File: config.mk
export PLATFORM = sky130hd
export DESIGN_NAME = bus_arbiter_flat
export DESIGN_NICKNAME = d
export VERILOG_FILES = /design/src/rtl/bus_arb_enum.sv /design/src/rtl/bus_arbiter_if.sv /design/src/rtl/arb_starve_cnt.sv /design/src/rtl/bus_arbiter.sv /design/src/flat_wrapper.sv
export SDC_FILE = /design/constraint.sdc
export NUM_CORES = 1
export LEC_CHECK = 0
export BUFFER_PORTS_ARGS = -buffer_cell sky130_fd_sc_hd__buf_2
export CORE_AREA = 3 3 107 109
export CTS_CLUSTER_DIAMETER = 60
export DETAILED_ROUTE_END_ITERATION = 8
export DIE_AREA = 0 0 110 112
export MAX_ROUTING_LAYER = met4
export PLACE_DENSITY = 0.78
export SLEW_MARGIN = 20
export SYNTH_ARGS = -nofsm -noshare
export SYNTH_HDL_FRONTEND = slang
export SYNTH_HIERARCHICAL = 1
export SYNTH_SLANG_ARGS = --single-unit
File: constraint.sdc
create_clock -name clk_i -period 5.65 [get_ports clk_i]
set_clock_uncertainty 0.15 [all_clocks]
set_input_delay 0.2825 -clock clk_i [delete_from_list [all_inputs] [get_ports clk_i]]
set_output_delay 0.2825 -clock clk_i [all_outputs]
set_load 0.05 [all_outputs]
File: src/rtl/bus_arb_enum.sv
// Shared types for the core memory-port arbiter: FSM states, the transaction
// owner, and the all-lanes byte-enable constant.
package bus_arb_enum;

  typedef enum logic [1:0] {
    IDLE = 2'd0,
    REQ  = 2'd1,
    RSP  = 2'd2
  } state_t;

  typedef enum logic {
    OWNER_IFU = 1'b0,
    OWNER_LSU = 1'b1
  } owner_t;

  // Wide enough for XLEN up to 64; callers slice the lanes they need.
  localparam int                  BE_MAX_W = 8;
  localparam logic [BE_MAX_W-1:0] BE_ALL   = '1;

endpackage

File: src/rtl/bus_arbiter_if.sv
// Bundle of the requester (IFU/LSU) and memory-side signals of the arbiter.
// slave = arbiter view, master = surrounding fetch/LSU/memory view.
interface bus_arbiter_if #(
  parameter int XLEN = 32
);

  // Handshake: a requester holds req and its attributes until gnt pulses;
  // each gnt is followed by exactly one rvalid pulse (loads and stores).
  // Memory sees the same req/gnt/rvalid contract, one outstanding at a time.
  logic            ifu_req_i;
  logic [XLEN-1:0] ifu_addr_i;
  logic            ifu_gnt_o;
  logic            ifu_rvalid_o;
  logic [XLEN-1:0] ifu_rdata_o;

  logic              lsu_req_i;
  logic              lsu_we_i;
  logic [XLEN/8-1:0] lsu_be_i;
  logic [XLEN-1:0]   lsu_addr_i;
  logic [XLEN-1:0]   lsu_wdata_i;
  logic              lsu_gnt_o;
  logic              lsu_rvalid_o;
  logic [XLEN-1:0]   lsu_rdata_o;

  logic              mem_req_o;
  logic              mem_we_o;
  logic [XLEN/8-1:0] mem_be_o;
  logic [XLEN-1:0]   mem_addr_o;
  logic [XLEN-1:0]   mem_wdata_o;
  logic              mem_gnt_i;
  logic              mem_rvalid_i;
  logic [XLEN-1:0]   mem_rdata_i;

  logic              err_o;

  modport slave (
    input  ifu_req_i, ifu_addr_i,
    input  lsu_req_i, lsu_we_i, lsu_be_i, lsu_addr_i, lsu_wdata_i,
    input  mem_gnt_i, mem_rvalid_i, mem_rdata_i,
    output ifu_gnt_o, ifu_rvalid_o, ifu_rdata_o,
    output lsu_gnt_o, lsu_rvalid_o, lsu_rdata_o,
    output mem_req_o, mem_we_o, mem_be_o, mem_addr_o, mem_wdata_o,
    output err_o
  );

  modport master (
    output ifu_req_i, ifu_addr_i,
    output lsu_req_i, lsu_we_i, lsu_be_i, lsu_addr_i, lsu_wdata_i,
    output mem_gnt_i, mem_rvalid_i, mem_rdata_i,
    input  ifu_gnt_o, ifu_rvalid_o, ifu_rdata_o,
    input  lsu_gnt_o, lsu_rvalid_o, lsu_rdata_o,
    input  mem_req_o, mem_we_o, mem_be_o, mem_addr_o, mem_wdata_o,
    input  err_o
  );

endinterface

File: src/rtl/arb_starve_cnt.sv
// Saturating starvation counter: counts lost arbitrations of a waiting
// requester and flags when it has waited MAX times in a row.
module arb_starve_cnt #(
  parameter int MAX = 4
) (
  input  logic clk_i,
  input  logic rst_i,
  input  logic inc,
  input  logic clr,
  output logic at_max
);

  localparam int W = $clog2(MAX + 1);

  logic [W-1:0] cnt;

  assign at_max = (cnt == W'(MAX));

  always_ff @(posedge clk_i) begin
    if (rst_i || clr) begin
      cnt <= '0;
    end else if (inc && !at_max) begin
      cnt <= cnt + W'(1);
    end
  end

endmodule

File: src/rtl/bus_arbiter.sv
// Arbiter sharing the single core memory port between IFU and LSU, one
// outstanding transaction. Optional response timeout: BUS_ARB_TIMEOUT_EN.
module bus_arbiter
  import bus_arb_enum::*;
#(
  parameter int XLEN       = 32,
  parameter int STARVE_MAX = 4,
  parameter int TIMEOUT    = 64
) (
  input  logic          clk_i,
  input  logic          rst_i,
  bus_arbiter_if.slave  bus,
  output state_t        state_o
);

  localparam int BW = XLEN / 8;

  state_t          state, state_nxt;
  owner_t          owner;
  logic            load, pick_ifu, gnt_fire, rsp_fire, rv_fire;
  logic            tmo_hit, starve_at_max, starve_inc, starve_clr;
  logic            we_q;
  logic [BW-1:0]   be_q;
  logic [XLEN-1:0] addr_q, wdata_q;

  always_comb begin
    state_nxt = state;
    load      = 1'b0;
    pick_ifu  = 1'b0;
    gnt_fire  = 1'b0;
    rsp_fire  = 1'b0;
    case (state)
      IDLE: begin
        if (bus.ifu_req_i || bus.lsu_req_i) begin
          load      = 1'b1;
          pick_ifu  = bus.ifu_req_i && (!bus.lsu_req_i || starve_at_max);
          state_nxt = REQ;
        end
      end
      REQ: begin
        // gnt wins over a same-cycle rvalid: only one transaction is in flight
        if (bus.mem_gnt_i) begin
          gnt_fire  = 1'b1;
          state_nxt = RSP;
        end else if (tmo_hit) begin
          state_nxt = IDLE;
        end
      end
      RSP: begin
        if (bus.mem_rvalid_i) begin
          rsp_fire  = 1'b1;
          state_nxt = IDLE;
        end else if (tmo_hit) begin
          state_nxt = IDLE;
        end
      end
      default: state_nxt = IDLE;
    endcase
  end

  always_ff @(posedge clk_i) begin
    if (rst_i) begin
      state   <= IDLE;
      owner   <= OWNER_LSU;
      we_q    <= 1'b0;
      be_q    <= '0;
      addr_q  <= '0;
      wdata_q <= '0;
    end else begin
      state <= state_nxt;
      if (load) begin
        owner   <= pick_ifu ? OWNER_IFU : OWNER_LSU;
        we_q    <= pick_ifu ? 1'b0 : bus.lsu_we_i;
        be_q    <= pick_ifu ? BE_ALL[BW-1:0] : bus.lsu_be_i;
        addr_q  <= pick_ifu ? bus.ifu_addr_i : bus.lsu_addr_i;
        wdata_q <= pick_ifu ? '0 : bus.lsu_wdata_i;
      end
    end
  end

  // Only an LSU win over a waiting IFU counts as starvation.
  assign starve_inc = load && !pick_ifu && bus.ifu_req_i;
  assign starve_clr = load && !starve_inc;

  arb_starve_cnt #(
    .MAX (STARVE_MAX)
  ) u_starve (
    .clk_i  (clk_i),
    .rst_i  (rst_i),
    .inc    (starve_inc),
    .clr    (starve_clr),
    .at_max (starve_at_max)
  );

`ifdef BUS_ARB_TIMEOUT_EN
  localparam int TMO_W = $clog2(TIMEOUT + 1);

  logic [TMO_W-1:0] tmo_cnt;

  always_ff @(posedge clk_i) begin
    if (rst_i || state == IDLE || state_nxt != state) begin
      tmo_cnt <= '0;
    end else begin
      tmo_cnt <= tmo_cnt + TMO_W'(1);
    end
  end

  assign tmo_hit = (state != IDLE) && (tmo_cnt == TMO_W'(TIMEOUT)) &&
                   !(state == REQ && bus.mem_gnt_i) &&
                   !(state == RSP && bus.mem_rvalid_i);
`else
  wire unused_timeout = (TIMEOUT > 0);
  assign tmo_hit = 1'b0;
`endif

  // A timeout completes the owner's transaction with zero data.
  assign rv_fire = rsp_fire || tmo_hit;

  assign bus.ifu_gnt_o    = gnt_fire && (owner == OWNER_IFU);
  assign bus.lsu_gnt_o    = gnt_fire && (owner == OWNER_LSU);
  assign bus.ifu_rvalid_o = rv_fire && (owner == OWNER_IFU);
  assign bus.lsu_rvalid_o = rv_fire && (owner == OWNER_LSU);
  assign bus.ifu_rdata_o  = (rsp_fire && owner == OWNER_IFU) ? bus.mem_rdata_i : '0;
  assign bus.lsu_rdata_o  = (rsp_fire && owner == OWNER_LSU) ? bus.mem_rdata_i : '0;

  assign bus.mem_req_o   = (state == REQ);
  assign bus.mem_we_o    = we_q;
  assign bus.mem_be_o    = be_q;
  assign bus.mem_addr_o  = addr_q;
  assign bus.mem_wdata_o = wdata_q;
  assign bus.err_o       = tmo_hit;

  assign state_o = state;

endmodule

File: src/flat_wrapper.sv
// flat-port wrapper written by rule: the top's interface ports become plain ports
module bus_arbiter_flat import bus_arb_enum::*;
#(
  parameter int XLEN       = 32,
  parameter int STARVE_MAX = 4,
  parameter int TIMEOUT    = 64
)
  (clk_i, rst_i, state_o, bus_ifu_req_i, bus_ifu_addr_i, bus_lsu_req_i, bus_lsu_we_i, bus_lsu_be_i, bus_lsu_addr_i, bus_lsu_wdata_i, bus_mem_gnt_i, bus_mem_rvalid_i, bus_mem_rdata_i, bus_ifu_gnt_o, bus_ifu_rvalid_o, bus_ifu_rdata_o, bus_lsu_gnt_o, bus_lsu_rvalid_o, bus_lsu_rdata_o, bus_mem_req_o, bus_mem_we_o, bus_mem_be_o, bus_mem_addr_o, bus_mem_wdata_o, bus_err_o);
  bus_arbiter_if #(.XLEN(XLEN)) bus_i ();
  input  logic clk_i;
  input  logic rst_i;
  output state_t state_o;
  input wire logic [$bits(bus_i.ifu_req_i)-1:0] bus_ifu_req_i;
  input wire logic [$bits(bus_i.ifu_addr_i)-1:0] bus_ifu_addr_i;
  input wire logic [$bits(bus_i.lsu_req_i)-1:0] bus_lsu_req_i;
  input wire logic [$bits(bus_i.lsu_we_i)-1:0] bus_lsu_we_i;
  input wire logic [$bits(bus_i.lsu_be_i)-1:0] bus_lsu_be_i;
  input wire logic [$bits(bus_i.lsu_addr_i)-1:0] bus_lsu_addr_i;
  input wire logic [$bits(bus_i.lsu_wdata_i)-1:0] bus_lsu_wdata_i;
  input wire logic [$bits(bus_i.mem_gnt_i)-1:0] bus_mem_gnt_i;
  input wire logic [$bits(bus_i.mem_rvalid_i)-1:0] bus_mem_rvalid_i;
  input wire logic [$bits(bus_i.mem_rdata_i)-1:0] bus_mem_rdata_i;
  output wire logic [$bits(bus_i.ifu_gnt_o)-1:0] bus_ifu_gnt_o;
  output wire logic [$bits(bus_i.ifu_rvalid_o)-1:0] bus_ifu_rvalid_o;
  output wire logic [$bits(bus_i.ifu_rdata_o)-1:0] bus_ifu_rdata_o;
  output wire logic [$bits(bus_i.lsu_gnt_o)-1:0] bus_lsu_gnt_o;
  output wire logic [$bits(bus_i.lsu_rvalid_o)-1:0] bus_lsu_rvalid_o;
  output wire logic [$bits(bus_i.lsu_rdata_o)-1:0] bus_lsu_rdata_o;
  output wire logic [$bits(bus_i.mem_req_o)-1:0] bus_mem_req_o;
  output wire logic [$bits(bus_i.mem_we_o)-1:0] bus_mem_we_o;
  output wire logic [$bits(bus_i.mem_be_o)-1:0] bus_mem_be_o;
  output wire logic [$bits(bus_i.mem_addr_o)-1:0] bus_mem_addr_o;
  output wire logic [$bits(bus_i.mem_wdata_o)-1:0] bus_mem_wdata_o;
  output wire logic [$bits(bus_i.err_o)-1:0] bus_err_o;
  assign bus_i.ifu_req_i = bus_ifu_req_i;
  assign bus_i.ifu_addr_i = bus_ifu_addr_i;
  assign bus_i.lsu_req_i = bus_lsu_req_i;
  assign bus_i.lsu_we_i = bus_lsu_we_i;
  assign bus_i.lsu_be_i = bus_lsu_be_i;
  assign bus_i.lsu_addr_i = bus_lsu_addr_i;
  assign bus_i.lsu_wdata_i = bus_lsu_wdata_i;
  assign bus_i.mem_gnt_i = bus_mem_gnt_i;
  assign bus_i.mem_rvalid_i = bus_mem_rvalid_i;
  assign bus_i.mem_rdata_i = bus_mem_rdata_i;
  assign bus_ifu_gnt_o = bus_i.ifu_gnt_o;
  assign bus_ifu_rvalid_o = bus_i.ifu_rvalid_o;
  assign bus_ifu_rdata_o = bus_i.ifu_rdata_o;
  assign bus_lsu_gnt_o = bus_i.lsu_gnt_o;
  assign bus_lsu_rvalid_o = bus_i.lsu_rvalid_o;
  assign bus_lsu_rdata_o = bus_i.lsu_rdata_o;
  assign bus_mem_req_o = bus_i.mem_req_o;
  assign bus_mem_we_o = bus_i.mem_we_o;
  assign bus_mem_be_o = bus_i.mem_be_o;
  assign bus_mem_addr_o = bus_i.mem_addr_o;
  assign bus_mem_wdata_o = bus_i.mem_wdata_o;
  assign bus_err_o = bus_i.err_o;
  bus_arbiter #(.XLEN(XLEN), .STARVE_MAX(STARVE_MAX), .TIMEOUT(TIMEOUT)) u_core (.clk_i(clk_i), .rst_i(rst_i), .bus(bus_i), .state_o(state_o));
endmodule
## Word level (Yosys, flattened, before mapping)

Index checks and enable logic that the tools add are counted.

| operators by class | value |
|---|---|
| $add $sub $neg | 1 |
| equality and inequality tests | 6 |
| mux-type cells | 19 |
| bitwise operators | 1 |
| reductions and logical operators | 18 |

Operators with widths:

| operator | number |
|---|---|
| 32-bit 2-to-1 mux | 4 |
| 1-bit 2-to-1 mux | 10 |
| 1-bit logical AND | 9 |
| 2-bit 2-to-1 mux | 3 |
| 2-bit case mux with 3 select lines | 1 |
| 1-bit zero test | 4 |
| 4-bit 2-to-1 mux | 1 |
| 2-bit != test, second input constant | 2 |
| 3-bit by 1-bit adder with 3-bit output, second input constant | 1 |
| 3-bit == test, second input constant | 1 |
| 1-bit logical OR | 3 |
| 3-bit AND reduction | 1 |
| 2-bit by 1-bit == test with 1-bit output, second input constant | 1 |
| 2-bit == test, second input constant | 1 |
| 2-bit zero test | 1 |
| 2-bit by 1-bit != test with 1-bit output, second input constant | 1 |
| 1-bit NOT | 1 |

| word-level totals | value |
|---|---|
| register bits | 75 |
| output and inout bits | 141 |
| logic and storage cells | 52 |

## Longest topological paths before layout

| depth | value |
|---|---|
| depth after elaboration | 11 |
| mapped depth | 9 |
| mapped depth without buffers | 7 |

## Cells and area by module

Netlist, hierarchy kept.

By module, submodules not included:

| module | times used | cells an instance | area an instance (µm²) |
|---|---|---|---|
| bus_arbiter | 1 | 456 | 3789.9 |
| arb_starve_cnt | 1 | 18 | 187.7 |

## Worst setup path before layout

Ideal clock, no wire load.

| timing path | value |
|---|---|
| path type | register to output |
| start point | register u_core.state[0] (netlist: u_core/state_o[0]) |
| end point | output bus_ifu_gnt_o |
| data arrival time | 2427 ps |
| setup slack | 2790 ps |
| stages on the path, launching flop included | 4 |
| path buffers | 0 |
| cell sequence | dfxtp_1 -> nor2b_1 -> nand2_1 -> nor2_1 |

| on the way | value |
|---|---|
| longest elaborated chain between the ends | 3 |

RTL lines:

| what | RTL line | source |
|---|---|---|
| start: declaration | bus_arbiter.sv:18 | `state_t state, state_nxt;` |
| start signal: assignment | bus_arbiter.sv:70 | `state <= state_nxt;` |
| 2-bit by 1-bit == test with 1-bit output | n/a |  |
| named net bus_mem_req_o | flat_wrapper.sv:29 | `output wire logic [$bits(bus_i.mem_req_o)-1:0] bus_mem_req_o;` |
| 1-bit 2-to-1 mux | bus_arbiter.sv:32 | `case (state)` |
| 1-bit logical AND | bus_arbiter.sv:119 | `assign bus.ifu_gnt_o = gnt_fire && (owner == OWNER_IFU);` |
| end: declaration | flat_wrapper.sv:23 | `output wire logic [$bits(bus_i.ifu_gnt_o)-1:0] bus_ifu_gnt_o;` |

The timed path passes the listed nets, and every way through them passes these cells.

## Worst setup path in the final report

| timing path | value |
|---|---|
| start point | register u_core.state[1] (netlist: u_core/state_o[1]) |
| end point | output bus_lsu_rdata_o[29] |

| on the way | value |
|---|---|
| longest elaborated chain between the ends | 4 |

RTL lines:

| what | RTL line | source |
|---|---|---|
| 2-bit == test | bus_arbiter.sv:32 |  |
| 1-bit 2-to-1 mux | bus_arbiter.sv:32 |  |
| 1-bit logical AND | bus_arbiter.sv:124 | `assign bus.lsu_rdata_o = (rsp_fire && owner == OWNER_LSU) ? bus.mem_rdata_i : '0;` |
| 32-bit 2-to-1 mux | bus_arbiter.sv:124 |  |
| end: declaration | flat_wrapper.sv:28 | `output wire logic [$bits(bus_i.lsu_rdata_o)-1:0] bus_lsu_rdata_o;` |

No other way between the ends.

==> reports/qor.txt <==
Antenna violations before repair: 3
Standard-cell rows: 38
Wirelength, routed: 15100 um
R2R depth: 4
Hold Crit Endpoint: u_core/bus.mem_wdata_o[4]
Top cells by area, synth: dfxtp_1 38%, and2_1 10%, a21oi_1 8.7%
DP Area: 0.00533 mm^2
Max_slew headroom: 36.2%
Drt wl/cell: 17.6 um
Hold_sp: bus_lsu_wdata_i[4]
Post-Syn Instances: 474
Post-synthesis sequential area ratio: 37.7%
Status: completed
Critical path required time: 5220 ps
Total gr overflow: 0
Max Cap Violations: 0
Cts repair resizes: 0
Critical R2R Capture: u_core/bus.mem_be_o[3]
Critical path type: reg -> out
Peak VDD IR: 149 uV
Die Height: 112 um
Hold Path Stages: 3
Arrival @ worst endpoint: 2150 ps
Design area: 0.00557 mm^2
Clock root buffer: clkbuf_8
Worst R2R Setup Slack: 3080 ps
Top_reg_cell synth: dfxtp_1
Setup TNS: 0 ps
Tot Pwr: 1.56 mW
Initial Util: 37.2%
Antenna Nets Post-Route: 0
Count of final hold-check violations: 0
Worst min-delay path category: in -> reg
Max Transition Viols Final: 0
Yosys top cell by area: dfxtp_1
Syn avg cell area: 8.39 um^2
Core area: 0.0107 mm^2
TritonCTS clock tree: yes
Share of cells above drive strength 1: 44.8%
# port buffers: 278
DRC marker count from the first detailed-route iteration: 331
Highest net fanout along the worst path: 33
RD Place Congestion: 0.823
Number of synthesis warnings: 6
Worst Max-Slew Pin Slew: 956 ps
Pre-CTS setup slack: 3080 ps
Synth top area share: 37.7%
Synthesized cell area: 0.00398 mm^2
Net count, final: 852
Vias: 4578
First-pass GRT wire length: 22200 um
Reg clk slew, reported paths: 100 ps
Syn_nets: 615
Gr usage total: 23.8%
Worst r2r src: u_core/state_o[1]
Distinct cells, synth: 33
Fmax: 0.387 GHz
I/O pins: 280
Tmin final: 2590 ps
Sinks on Clock Net: 75
Detailed-route DRC error count: 0
Number of post-CTS setup repair buffers: 0
Largest net degree at the start of global routing: 69
Clock Tree Buf Depth: 2
EDFF count, synth: 0
Endpoints failing setup: 0
Startpoint Class: register
Die width: 110 um
Synth-to-Final Area Change: 40.1%
Setup ws final: 3060 ps
Critical path endpoint category: output pin
RSZ-0062 raised after global routing: false
Seq cells post-synth: 75
Leakage power: 2.65 nW
H-tree depth: 3
Pwr/cell area: 279 mW/mm^2
Vias/cell: 5.33
Dpl hpwl: 10800 um
Worst-Skew Late Latency: 340 ps
First-pass DRT Iterations: 5
DIE AREA: 0.0123 mm^2
Number of global-route vias before repair: 4244
Async S/R FF share, synth: 0%
Period Utilization, post-route: 45.8%
CTS Buf Count: 9
Post-CTS Hold Buffers: 0
-- cells in the mapped netlist, types with 5 or more instances --
cell	n
nand3_1	33
nor4_1	32
dfxtp_1	75
nor4b_1	26
o21ai_0	34
and2_1	65
nor2_1	6
nand2_1	5
a21oi_1	69
buf_2	11
a2111oi_0	32
nor4b_2	6
buf_6	6
clkbuf_1	42
-- worst max-delay path, cell delays in order, from the launching register on --
cell,delay [ps]
dfxtp_1,480
and4b_1,810
and2_1,260
buf_2,270
-- registers in the layout, indices dropped and copies added, names as in the netlist --
| name | cells |
|---|---|
| u_core/bus.mem_addr_o | 32 |
| u_core/bus.mem_wdata_o | 32 |
| u_core/bus.mem_be_o | 4 |
| u_core/u_starve/cnt | 3 |
| u_core/state_o | 2 |
| u_core/bus.mem_we_o | 1 |
| u_core/owner | 1 |
-- how the worst max path moves through the flow --
stage | startpoint | end | slack [ps] | cells after the start
finish | u_core/state_o[1] | bus_lsu_rdata_o[29] | 3060 | 3
detailed placement | u_core/state_o[1] | u_core/bus.mem_be_o[3] | 3080 | 4
floorplan | u_core/state_o[0] | bus_ifu_gnt_o | 2790 | 3
CTS | u_core/state_o[1] | bus_lsu_rdata_o[29] | 3070 | 3
global route | u_core/state_o[1] | u_core/bus.mem_be_o[3] | 2890 | 4
global placement | u_core/state_o[1] | u_core/bus.mem_be_o[3] | 3120 | 4
-- power by group --
group          total (mW)  internal [mW]  switching, mW
logic               0.469          0.129          0.340
clock network       0.485          0.257          0.228
registers           0.602          0.576         0.0258
total                1.56          0.963          0.593
-- cell families after synthesis --
kind of cell | after synthesis | synth area share [%]
adders and majority gates | 2 | 0.629
other | 1 | 0.0943
muxes | 2 | 0.566
and+or+nand+nor | 190 | 31.9
buffers and inverters | 64 | 7.61
AOI/OAI and AO/OA | 140 | 21.4
DFF | 75 | 37.7
-- metal layers --
layer | routed length, um | track usage, % | vias up
li1 | - | - | 2247
met1 | 5600 | 26.2 | 2109
met2 | 8000 | 41.0 | 206
met3 | 1220 | 4.99 | 16
met4 | 288 | 9.48 | 0
met5 | 0 | - | -
-- placed cells by master, fill, tap and decap left out, types with 2 or more instances in the layout --
cell type  netlist  layout
or2_2            1       2
nor4b_1         26      26
diode_2          0       3
nor3b_1          4       4
inv_8            0       2
inv_1            4       4
nand3_1         33      33
nor4_1          32      32
dfxtp_1         75      75
and2_1          65      65
and4b_1          2       2
nand2_1          5       5
a2111oi_0       32      32
bufinv_16        0       2
mux2_1           2       2
nor4b_2          6       6
a21oi_1         69      69
o21ai_0         34      34
ha_1             2       2
o221a_2          4       4
buf_4            1       8
clkbuf_8         0       9
buf_2           11     278
nor2_1           6       4
-- cell type report --
class                      count  area, um^2
fill                        1095        5120
sequential                    75        1500
clock inverter                 7         108
timing repair buffer         286        1450
inverter                       4        15.0
multi-input combinational    335        2190
antenna                        3        7.51
tap                          140         175
clock buffer                   9         124
-- stage by stage --
stage,instances,utilization (%),hold slack [ps]
finish,859,52.1,21.3
global route,859,52.1,13.9
CTS,856,52.0,5.58
detailed placement,840,49.8,312
global placement,840,49.8,305
floorplan,474,-,206
Power figures use the tool's default switching activity.
